<file path="config.mk">
export PLATFORM = sky130hd
export DESIGN_NAME = conv_1x1_scheduler_flat
export DESIGN_NICKNAME = d
export VERILOG_FILES = /design/src/rtl/conv_1x1_pkg.sv /design/src/rtl/conv_1x1_scheduler_if.sv /design/src/rtl/conv_1x1_addr_gen.sv /design/src/rtl/conv_1x1_scheduler.sv /design/src/flat_wrapper.sv
export SDC_FILE = /design/constraint.sdc
export NUM_CORES = 1
export LEC_CHECK = 0
export ABC_CLOCK_PERIOD_IN_PS = 1900
export CAP_MARGIN = 40
export CORE_MARGIN = 2
export CORE_UTILIZATION = 48
export DETAILED_ROUTE_END_ITERATION = 8
export MAX_ROUTING_LAYER = met4
export PLACE_DENSITY = 0.75
export SYNTH_ARGS = -nofsm -noshare
export SYNTH_HDL_FRONTEND = slang
export SYNTH_SLANG_ARGS = --single-unit
</file>
<file path="constraint.sdc">
create_clock -name clk -period 1.9 [get_ports clk]
set_input_delay 0.19 -clock clk [delete_from_list [all_inputs] [get_ports clk]]
set_output_delay 0.19 -clock clk [all_outputs]
set_load 0.02 [all_outputs]
</file>
<file path="src/rtl/conv_1x1_pkg.sv">
// Shared definitions for the 1x1 convolution path: scheduler FSM states and
// default layer geometry.
package conv_1x1_pkg;

    localparam int unsigned DEF_IMAGE_SIZE   = 36;
    localparam int unsigned DEF_IMAGE_WIDTH  = 6;
    localparam int unsigned DEF_NUM_CHANNELS = 4;
    localparam int unsigned DEF_NUM_FILTERS  = 8;
    localparam int unsigned DEF_PIPE_LATENCY = 3;

    typedef enum logic [2:0] {
        IDLE,
        LOAD_W,
        STREAM,
        DRAIN,
        DONE
    } sched_state_t;

endpackage

</file>
<file path="src/rtl/conv_1x1_scheduler_if.sv">
// Command/status and memory-read strobes between the layer controller, the
// scheduler (master) and the buffer/MAC path (slave).
interface conv_1x1_scheduler_if
    import conv_1x1_pkg::*;
#(
    parameter int unsigned FM_ADDR_WIDTH = $clog2(DEF_IMAGE_SIZE * DEF_NUM_CHANNELS),
    parameter int unsigned W_ADDR_WIDTH  = $clog2(DEF_NUM_FILTERS * DEF_NUM_CHANNELS)
);
    logic                     start;
    logic                     stride2_in;
    logic                     abort;
    logic                     stall;
    logic                     busy;
    logic                     done;
    logic                     stride2;
    logic                     fm_rd_en;
    logic [FM_ADDR_WIDTH-1:0] fm_rd_addr;
    logic                     w_rd_en;
    logic [W_ADDR_WIDTH-1:0]  w_rd_addr;
    logic                     load_weights;
    logic                     acc_first;
    logic                     acc_last;

    modport master (
        input  start, stride2_in, abort, stall,
        output busy, done, stride2, fm_rd_en, fm_rd_addr,
               w_rd_en, w_rd_addr, load_weights, acc_first, acc_last
    );

    modport slave (
        output start, stride2_in, abort, stall,
        input  busy, done, stride2, fm_rd_en, fm_rd_addr,
               w_rd_en, w_rd_addr, load_weights, acc_first, acc_last
    );
endinterface

</file>
<file path="src/rtl/conv_1x1_addr_gen.sv">
// Nested pixel/channel/filter counters for the 1x1 scheduler, with wrap flags
// and the feature/weight addresses derived from them.
module conv_1x1_addr_gen
    import conv_1x1_pkg::*;
#(
    parameter int unsigned IMAGE_SIZE       = DEF_IMAGE_SIZE,
    parameter int unsigned NUM_CHANNELS     = DEF_NUM_CHANNELS,
    parameter int unsigned NUM_FILTERS      = DEF_NUM_FILTERS,
    parameter int unsigned CNT_WIDTH_BUFFER = $clog2(IMAGE_SIZE),
    parameter int unsigned CH_WIDTH         = $clog2(NUM_CHANNELS),
    parameter int unsigned FLT_WIDTH        = $clog2(NUM_FILTERS),
    parameter int unsigned FM_ADDR_WIDTH    = $clog2(IMAGE_SIZE * NUM_CHANNELS),
    parameter int unsigned W_ADDR_WIDTH     = $clog2(NUM_FILTERS * NUM_CHANNELS)
) (
    input  logic                     clk,
    input  logic                     reset,
    input  logic                     clear,
    input  logic                     step,
    output logic                     pix_wrap,
    output logic                     ch_first,
    output logic                     ch_last,
    output logic                     flt_last,
    output logic [FM_ADDR_WIDTH-1:0] fm_addr,
    output logic [W_ADDR_WIDTH-1:0]  w_addr
);
    logic [CNT_WIDTH_BUFFER-1:0] pix;
    logic [CH_WIDTH-1:0]         ch;
    logic [FLT_WIDTH-1:0]        flt;

    assign pix_wrap = (pix == CNT_WIDTH_BUFFER'(IMAGE_SIZE - 1));
    assign ch_first = (ch == '0);
    assign ch_last  = (ch == CH_WIDTH'(NUM_CHANNELS - 1));
    assign flt_last = (flt == FLT_WIDTH'(NUM_FILTERS - 1));

    // Constant multipliers: these reduce to shift/add networks.
    assign fm_addr = FM_ADDR_WIDTH'(ch) * FM_ADDR_WIDTH'(IMAGE_SIZE) + FM_ADDR_WIDTH'(pix);
    assign w_addr  = W_ADDR_WIDTH'(flt) * W_ADDR_WIDTH'(NUM_CHANNELS) + W_ADDR_WIDTH'(ch);

    always_ff @(posedge clk or negedge reset) begin
        if (!reset) begin
            pix <= '0;
            ch  <= '0;
            flt <= '0;
        end else if (clear) begin
            pix <= '0;
            ch  <= '0;
            flt <= '0;
        end else if (step) begin
            if (pix_wrap) begin
                pix <= '0;
                // ch/flt saturate on the final plane so the last addresses stay visible.
                if (!ch_last) begin
                    ch <= ch + CH_WIDTH'(1);
                end else if (!flt_last) begin
                    ch  <= '0;
                    flt <= flt + FLT_WIDTH'(1);
                end
            end else begin
                pix <= pix + CNT_WIDTH_BUFFER'(1);
            end
        end
    end
endmodule

</file>
<file path="src/rtl/conv_1x1_scheduler.sv">
// Layer sequencer for the 1x1 convolution: per (filter, channel) one weight
// load slot followed by one streamed channel plane, then pipeline drain.
module conv_1x1_scheduler
    import conv_1x1_pkg::*;
#(
    parameter int unsigned IMAGE_SIZE       = DEF_IMAGE_SIZE,
    parameter int unsigned IMAGE_WIDTH      = DEF_IMAGE_WIDTH,
    parameter int unsigned NUM_CHANNELS     = DEF_NUM_CHANNELS,
    parameter int unsigned NUM_FILTERS      = DEF_NUM_FILTERS,
    parameter int unsigned PIPE_LATENCY     = DEF_PIPE_LATENCY,
    parameter int unsigned CNT_WIDTH_BUFFER = $clog2(IMAGE_SIZE),
    parameter int unsigned CH_WIDTH         = $clog2(NUM_CHANNELS),
    parameter int unsigned FLT_WIDTH        = $clog2(NUM_FILTERS),
    parameter int unsigned FM_ADDR_WIDTH    = $clog2(IMAGE_SIZE * NUM_CHANNELS),
    parameter int unsigned W_ADDR_WIDTH     = $clog2(NUM_FILTERS * NUM_CHANNELS)
) (
    input  logic                 clk,
    input  logic                 reset,
    conv_1x1_scheduler_if.master bus
);
    localparam int unsigned DRAIN_W = (PIPE_LATENCY > 1) ? $clog2(PIPE_LATENCY) : 1;

    if (IMAGE_SIZE % IMAGE_WIDTH != 0) begin : g_geom_check
        $error("IMAGE_SIZE must be a whole number of IMAGE_WIDTH rows");
    end

    sched_state_t               state_q, state_d;
    logic [DRAIN_W-1:0]         drain_q, drain_d;
    logic                       accept, cnt_clear;
    logic                       step_load, step_read, step_done;
    logic                       pix_wrap, ch_first, ch_last, flt_last;
    logic [FM_ADDR_WIDTH-1:0]   fm_addr, fm_addr_q;
    logic [W_ADDR_WIDTH-1:0]    w_addr, w_addr_q;
    logic                       busy_q, done_q, stride2_q;
    logic                       fm_rd_en_q, w_rd_en_q, load_q, acc_first_q, acc_last_q;

    conv_1x1_addr_gen #(
        .IMAGE_SIZE       (IMAGE_SIZE),
        .NUM_CHANNELS     (NUM_CHANNELS),
        .NUM_FILTERS      (NUM_FILTERS),
        .CNT_WIDTH_BUFFER (CNT_WIDTH_BUFFER),
        .CH_WIDTH         (CH_WIDTH),
        .FLT_WIDTH        (FLT_WIDTH),
        .FM_ADDR_WIDTH    (FM_ADDR_WIDTH),
        .W_ADDR_WIDTH     (W_ADDR_WIDTH)
    ) u_addr_gen (
        .clk      (clk),
        .reset    (reset),
        .clear    (cnt_clear),
        .step     (step_read),
        .pix_wrap (pix_wrap),
        .ch_first (ch_first),
        .ch_last  (ch_last),
        .flt_last (flt_last),
        .fm_addr  (fm_addr),
        .w_addr   (w_addr)
    );

    // Each edge decides the step shown on the registered outputs next cycle;
    // a stalled edge performs nothing, so the pending step simply waits.
    always_comb begin
        state_d   = state_q;
        drain_d   = drain_q;
        accept    = 1'b0;
        cnt_clear = 1'b0;
        step_load = 1'b0;
        step_read = 1'b0;
        step_done = 1'b0;
        if (state_q == IDLE) begin
            if (bus.start) begin
                accept    = 1'b1;
                cnt_clear = 1'b1;
                step_load = !bus.stall;
                state_d   = bus.stall ? LOAD_W : STREAM;
            end
        end else if (bus.abort) begin
            state_d   = IDLE;
            drain_d   = '0;
            cnt_clear = 1'b1;
        end else if (!bus.stall) begin
            case (state_q)
                LOAD_W: begin
                    step_load = 1'b1;
                    state_d   = STREAM;
                end
                STREAM: begin
                    step_read = 1'b1;
                    if (pix_wrap) begin
                        state_d = (ch_last && flt_last) ? DRAIN : LOAD_W;
                        drain_d = '0;
                    end
                end
                DRAIN: begin
                    if (drain_q == DRAIN_W'(PIPE_LATENCY - 1)) begin
                        state_d = DONE;
                        drain_d = '0;
                    end else begin
                        drain_d = drain_q + DRAIN_W'(1);
                    end
                end
                DONE: begin
                    step_done = 1'b1;
                    state_d   = IDLE;
                end
                default: state_d = IDLE;
            endcase
        end
    end

    always_ff @(posedge clk or negedge reset) begin
        if (!reset) begin
            state_q     <= IDLE;
            drain_q     <= '0;
            busy_q      <= 1'b0;
            done_q      <= 1'b0;
            stride2_q   <= 1'b0;
            fm_rd_en_q  <= 1'b0;
            w_rd_en_q   <= 1'b0;
            load_q      <= 1'b0;
            acc_first_q <= 1'b0;
            acc_last_q  <= 1'b0;
            fm_addr_q   <= '0;
            w_addr_q    <= '0;
        end else begin
            state_q     <= state_d;
            drain_q     <= drain_d;
            busy_q      <= (state_d != IDLE) || step_done;
            done_q      <= step_done;
            fm_rd_en_q  <= step_read;
            w_rd_en_q   <= step_load;
            load_q      <= step_load;
            acc_first_q <= step_read && ch_first;
            acc_last_q  <= step_read && ch_last;
            if (accept) begin
                stride2_q <= bus.stride2_in;
            end
            if (step_read) begin
                fm_addr_q <= fm_addr;
            end
            // Counters clear on the same edge as the first load, so force address 0.
            if (step_load) begin
                w_addr_q <= accept ? '0 : w_addr;
            end
        end
    end

    assign bus.busy         = busy_q;
    assign bus.done         = done_q;
    assign bus.stride2      = stride2_q;
    assign bus.fm_rd_en     = fm_rd_en_q;
    assign bus.fm_rd_addr   = fm_addr_q;
    assign bus.w_rd_en      = w_rd_en_q;
    assign bus.w_rd_addr    = w_addr_q;
    assign bus.load_weights = load_q;
    assign bus.acc_first    = acc_first_q;
    assign bus.acc_last     = acc_last_q;
endmodule
</file>
<file path="src/flat_wrapper.sv">
// flat-port wrapper written by rule: the top's interface ports become plain ports
module conv_1x1_scheduler_flat import conv_1x1_pkg::*;
#(
    parameter int unsigned IMAGE_SIZE       = DEF_IMAGE_SIZE,
    parameter int unsigned IMAGE_WIDTH      = DEF_IMAGE_WIDTH,
    parameter int unsigned NUM_CHANNELS     = DEF_NUM_CHANNELS,
    parameter int unsigned NUM_FILTERS      = DEF_NUM_FILTERS,
    parameter int unsigned PIPE_LATENCY     = DEF_PIPE_LATENCY,
    parameter int unsigned CNT_WIDTH_BUFFER = $clog2(IMAGE_SIZE),
    parameter int unsigned CH_WIDTH         = $clog2(NUM_CHANNELS),
    parameter int unsigned FLT_WIDTH        = $clog2(NUM_FILTERS),
    parameter int unsigned FM_ADDR_WIDTH    = $clog2(IMAGE_SIZE * NUM_CHANNELS),
    parameter int unsigned W_ADDR_WIDTH     = $clog2(NUM_FILTERS * NUM_CHANNELS)
)
  (clk, reset, bus_start, bus_stride2_in, bus_abort, bus_stall, bus_busy, bus_done, bus_stride2, bus_fm_rd_en, bus_fm_rd_addr, bus_w_rd_en, bus_w_rd_addr, bus_load_weights, bus_acc_first, bus_acc_last);
  conv_1x1_scheduler_if #(.FM_ADDR_WIDTH(FM_ADDR_WIDTH), .W_ADDR_WIDTH(W_ADDR_WIDTH)) bus_i ();
  input  logic clk;
  input  logic reset;
  input wire logic [$bits(bus_i.start)-1:0] bus_start;
  input wire logic [$bits(bus_i.stride2_in)-1:0] bus_stride2_in;
  input wire logic [$bits(bus_i.abort)-1:0] bus_abort;
  input wire logic [$bits(bus_i.stall)-1:0] bus_stall;
  output wire logic [$bits(bus_i.busy)-1:0] bus_busy;
  output wire logic [$bits(bus_i.done)-1:0] bus_done;
  output wire logic [$bits(bus_i.stride2)-1:0] bus_stride2;
  output wire logic [$bits(bus_i.fm_rd_en)-1:0] bus_fm_rd_en;
  output wire logic [$bits(bus_i.fm_rd_addr)-1:0] bus_fm_rd_addr;
  output wire logic [$bits(bus_i.w_rd_en)-1:0] bus_w_rd_en;
  output wire logic [$bits(bus_i.w_rd_addr)-1:0] bus_w_rd_addr;
  output wire logic [$bits(bus_i.load_weights)-1:0] bus_load_weights;
  output wire logic [$bits(bus_i.acc_first)-1:0] bus_acc_first;
  output wire logic [$bits(bus_i.acc_last)-1:0] bus_acc_last;
  assign bus_i.start = bus_start;
  assign bus_i.stride2_in = bus_stride2_in;
  assign bus_i.abort = bus_abort;
  assign bus_i.stall = bus_stall;
  assign bus_busy = bus_i.busy;
  assign bus_done = bus_i.done;
  assign bus_stride2 = bus_i.stride2;
  assign bus_fm_rd_en = bus_i.fm_rd_en;
  assign bus_fm_rd_addr = bus_i.fm_rd_addr;
  assign bus_w_rd_en = bus_i.w_rd_en;
  assign bus_w_rd_addr = bus_i.w_rd_addr;
  assign bus_load_weights = bus_i.load_weights;
  assign bus_acc_first = bus_i.acc_first;
  assign bus_acc_last = bus_i.acc_last;
  conv_1x1_scheduler #(.IMAGE_SIZE(IMAGE_SIZE), .IMAGE_WIDTH(IMAGE_WIDTH), .NUM_CHANNELS(NUM_CHANNELS), .NUM_FILTERS(NUM_FILTERS), .PIPE_LATENCY(PIPE_LATENCY), .CNT_WIDTH_BUFFER(CNT_WIDTH_BUFFER), .CH_WIDTH(CH_WIDTH), .FLT_WIDTH(FLT_WIDTH), .FM_ADDR_WIDTH(FM_ADDR_WIDTH), .W_ADDR_WIDTH(W_ADDR_WIDTH)) u_core (.clk(clk), .reset(reset), .bus(bus_i));
endmodule
</file>
==> results.json <==
{
  "htreeDepth": 2,
  "synth.area.top_cells": "dfrtp_1 49%, ha_1 5.4%, nand2_1 3.9%, a21oi_1 3.8%, o21ai_0 2.4%",
  "ys_seq_area_share_pct": 48.6,
  "antenna_found_initial": 0,
  "synth_area_um2": 1850,
  "clk_pin_slew_worst_paths_ps": 70,
  "setup_viol_count_final": 0,
  "ys_seq_elements": 36,
  "port_buffers": 26,
  "cts_buffers": 5,
  "routabilityCongestion": 0.858,
  "tritoncts": "built",
  "p_seq_share_pct": 46.7,
  "drt_iter0_markers": 90,
  "cts-root-buf": "clkbuf_8",
  "rr_worst_depth": 5,
  "synth_common_cells": "36 x dfrtp_1, 19 x nand2_1, 14 x a21oi_1",
  "grt_max_degree": 37,
  "rr_endpoint": "u_core.bus.busy",
  "grt_pass1_vias": 1553,
  "p_leak_nw": 1.13,
  "drive_gt1_share_pct": 21.6,
  "netlist.area_leader.share_pct": 48.6,
  "nets": 250,
  "final.setup_skew_ps": 2.85,
  "slowest_stage": "or4_1",
  "ys_types": 51,
  "dp_hpwl_um": 3000,
  "cp_slowest_stage_delay_ps": 570,
  "synth_ff_type": "dfrtp_1",
  "setup.worst_path.class": "flip-flop to flip-flop",
  "ir_drop_uv": 468,
  "synth_edf_count": 0,
  "cp.required_ps": 2060,
  "async_flop_share_pct": 100,
  "maxCapViolations": 0,
  "hp-class": "input port to asynchronous set/reset pin",
  "final_cell_area_um2": 2470,
  "ant_nets": 0,
  "final-max-slew-violation-count": 0,
  "finalSetupTns_ps": 0,
  "worst_pin_slew_ps": 447,
  "synth_cells": 182,
  "std_cell_rows": 22,
  "max_slew_margin_pct": 70.2,
  "clkPwrFrac_pct": 29.5,
  "dr.pass1.iters": 4,
  "routed_wl_um": 4170,
  "status": "finished clean",
  "fmax_ghz": 0.531,
  "cpLargestDelayFamily": "simple AND/OR/NAND/NOR gates",
  "fp.dieW_um": 66.1,
  "grt.total_usage_pct": 21.6,
  "clock_path_buffers": 2,
  "die_y_um": 66.1,
  "synthesis.nets": 197,
  "min_period_over_period_pct": 99.1,
  "syn2layout_area_growth_pct": 33.6,
  "pre_cts_slack_ps": -52.1,
  "finalWorstSetupSlack_ps": 18.0,
  "grt_pass1_wl_um": 6910,
  "initial_utilization_pct": 50.2,
  "cp.arrival_ps": 2040,
  "drc": 0,
  "holdWs_ps": 312,
  "critPathBufInv": 1,
  "synth_warnings": 0,
  "synth_most_common_cell": "dfrtp_1",
  "synth_top_area_cell": "dfrtp_1",
  "die_area_um2": 4370,
  "place_area_um2": 2300,
  "place_inst": 271,
  "comb_power_share_pct": 23.8,
  "critPathMaxFanout": 8,
  "start_kind": "flip-flop",
  "finalNonFillerCells": 284,
  "ctsHoldBuffers": 0,
  "power.switching_uw": 552,
  "ios": 27,
  "vias": 1566,
  "synth.avg_cell_area_um2": 10.2,
  "r2r_slack_ps": 20,
  "cp_cell_sequence": "buf_4 > nor2b_1 > o21ai_0 > o211ai_1 > or4_1",
  "clock_sinks": 36,
  "endpoint_kind": "flip-flop",
  "power_density_nw_per_um2": 763,
  "wire_per_inst_um": 14.7,
  "viasPerCell": 5.51,
  "core_area_um2": 3690,
  "hold_violations": 0,
  "total_power_mw": 1.89,
  "final_util_pct": 67.1,
  "antenna_cells": 0,
  "grt_overflow": 0,
  "clk_latency_ps": 290,
  "p_int_mw": 1.33,
  "reg2reg_from": "u_core.state_q[0]",
  "swShare_pct": 29.3,
  "min_period_ps": 1880
}
==> placed cells by master, fill, tap and decap left out, drive strengths merged, types with 2 or more instances in the layout <==
cell type	n
and3	3
a22o	5
nor2	8
or3	2
xnor2	3
o21ai	10
nand3	7
o31ai	2
nand4	3
clkbuf	8
ha	8
nor2b	6
dfrtp	36
and2	4
a31oi	2
inv	10
xor2	2
nor3b	2
o32ai	2
or3b	2
clkdlybuf4s50	26
nor3	2
nand2	19
a21oi	14
buf	28
o211ai	2
==> flip-flops by register name (all words and copies together), names as in the netlist <==
register               cells
u_core.bus.w_rd_en         1
u_core.u_addr_gen.pix      6
u_core.u_addr_gen.flt      3
u_core.bus.fm_rd_en        1
u_core.state_q             3
u_core.bus.stride2         1
u_core.bus.acc_first       1
u_core.bus.acc_last        1
u_core.bus.done            1
u_core.drain_q             2
u_core.bus.busy            1
u_core.bus.fm_rd_addr      8
u_core.bus.w_rd_addr       5
u_core.u_addr_gen.ch       2
==> metal layers <==
metal,routed length [um],global-route usage (%),vias to the layer above
li1,-,-,751
met2,2090,34.0,37
met4,75,9.18,0
met1,1840,26.1,768
met5,0,-,-
met3,167,6.13,10
==> what timing repair did <==
item,CTS,global route
setup buffers,0,5
endpoints found under the setup margin,1,3
resized for setup,2,10
pin swaps,0,2
cloned,0,0
==> worst max-delay path by stage <==
stage | startpoint | to | slack, ps | depth (start not counted)
after global placement | bus_start | u_core.bus.busy | -10 | 5
after detailed placement | bus_start | u_core.bus.busy | -50 | 5
final | u_core.state_q[0] | u_core.bus.busy | 20 | 5
after global routing | u_core.state_q[0] | u_core.bus.busy | -80 | 5
after floorplan | u_core.u_addr_gen.pix[0] | u_core.bus.busy | 50 | 5
after CTS | u_core.u_addr_gen.pix[0] | u_core.bus.busy | 6 | 5
==> area by class of cell <==
cell class | count | area [um2]
Fill cell | 286 | 1210
Multi-Input combinational cell | 127 | 908
Sequential cell | 36 | 903
Timing Repair Buffer | 54 | 470
Clock buffer | 8 | 90.1
Tap cell | 48 | 60.1
Inverter | 11 | 41.3
==> power groups by stage <==
stage          combinational (mW)  clock [mW]  sequential [mW]
3_5_place_dp                0.432           0            0.892
5_1_grt                     0.486       0.606            0.891
2_1_floorplan               0.246           0            0.908
6_report                    0.449       0.557            0.880
3_3_place_gp                0.419           0            0.885
4_1_cts                     0.438       0.569            0.877
==> worst register-to-register path, cell delays in order (launching register included) <==
cell      delay, ps
dfrtp_2         450
buf_4           170
nor2b_1         180
o21ai_0         230
o211ai_1        160
or4_1           570
==> cells by family after synthesis <==
family	after synthesis	synth area share, %
XOR/XNOR	5	2.37
AND/OR/NAND/NOR	66	20.7
buffers and inverters	19	4.80
flip-flops	36	48.6
AO/OA/AOI/OAI	45	15.9
multiplexers	2	1.15
adder cells (fa/ha/maj)	9	6.49
No activity file was read; power rests on OpenSTA's default activity.
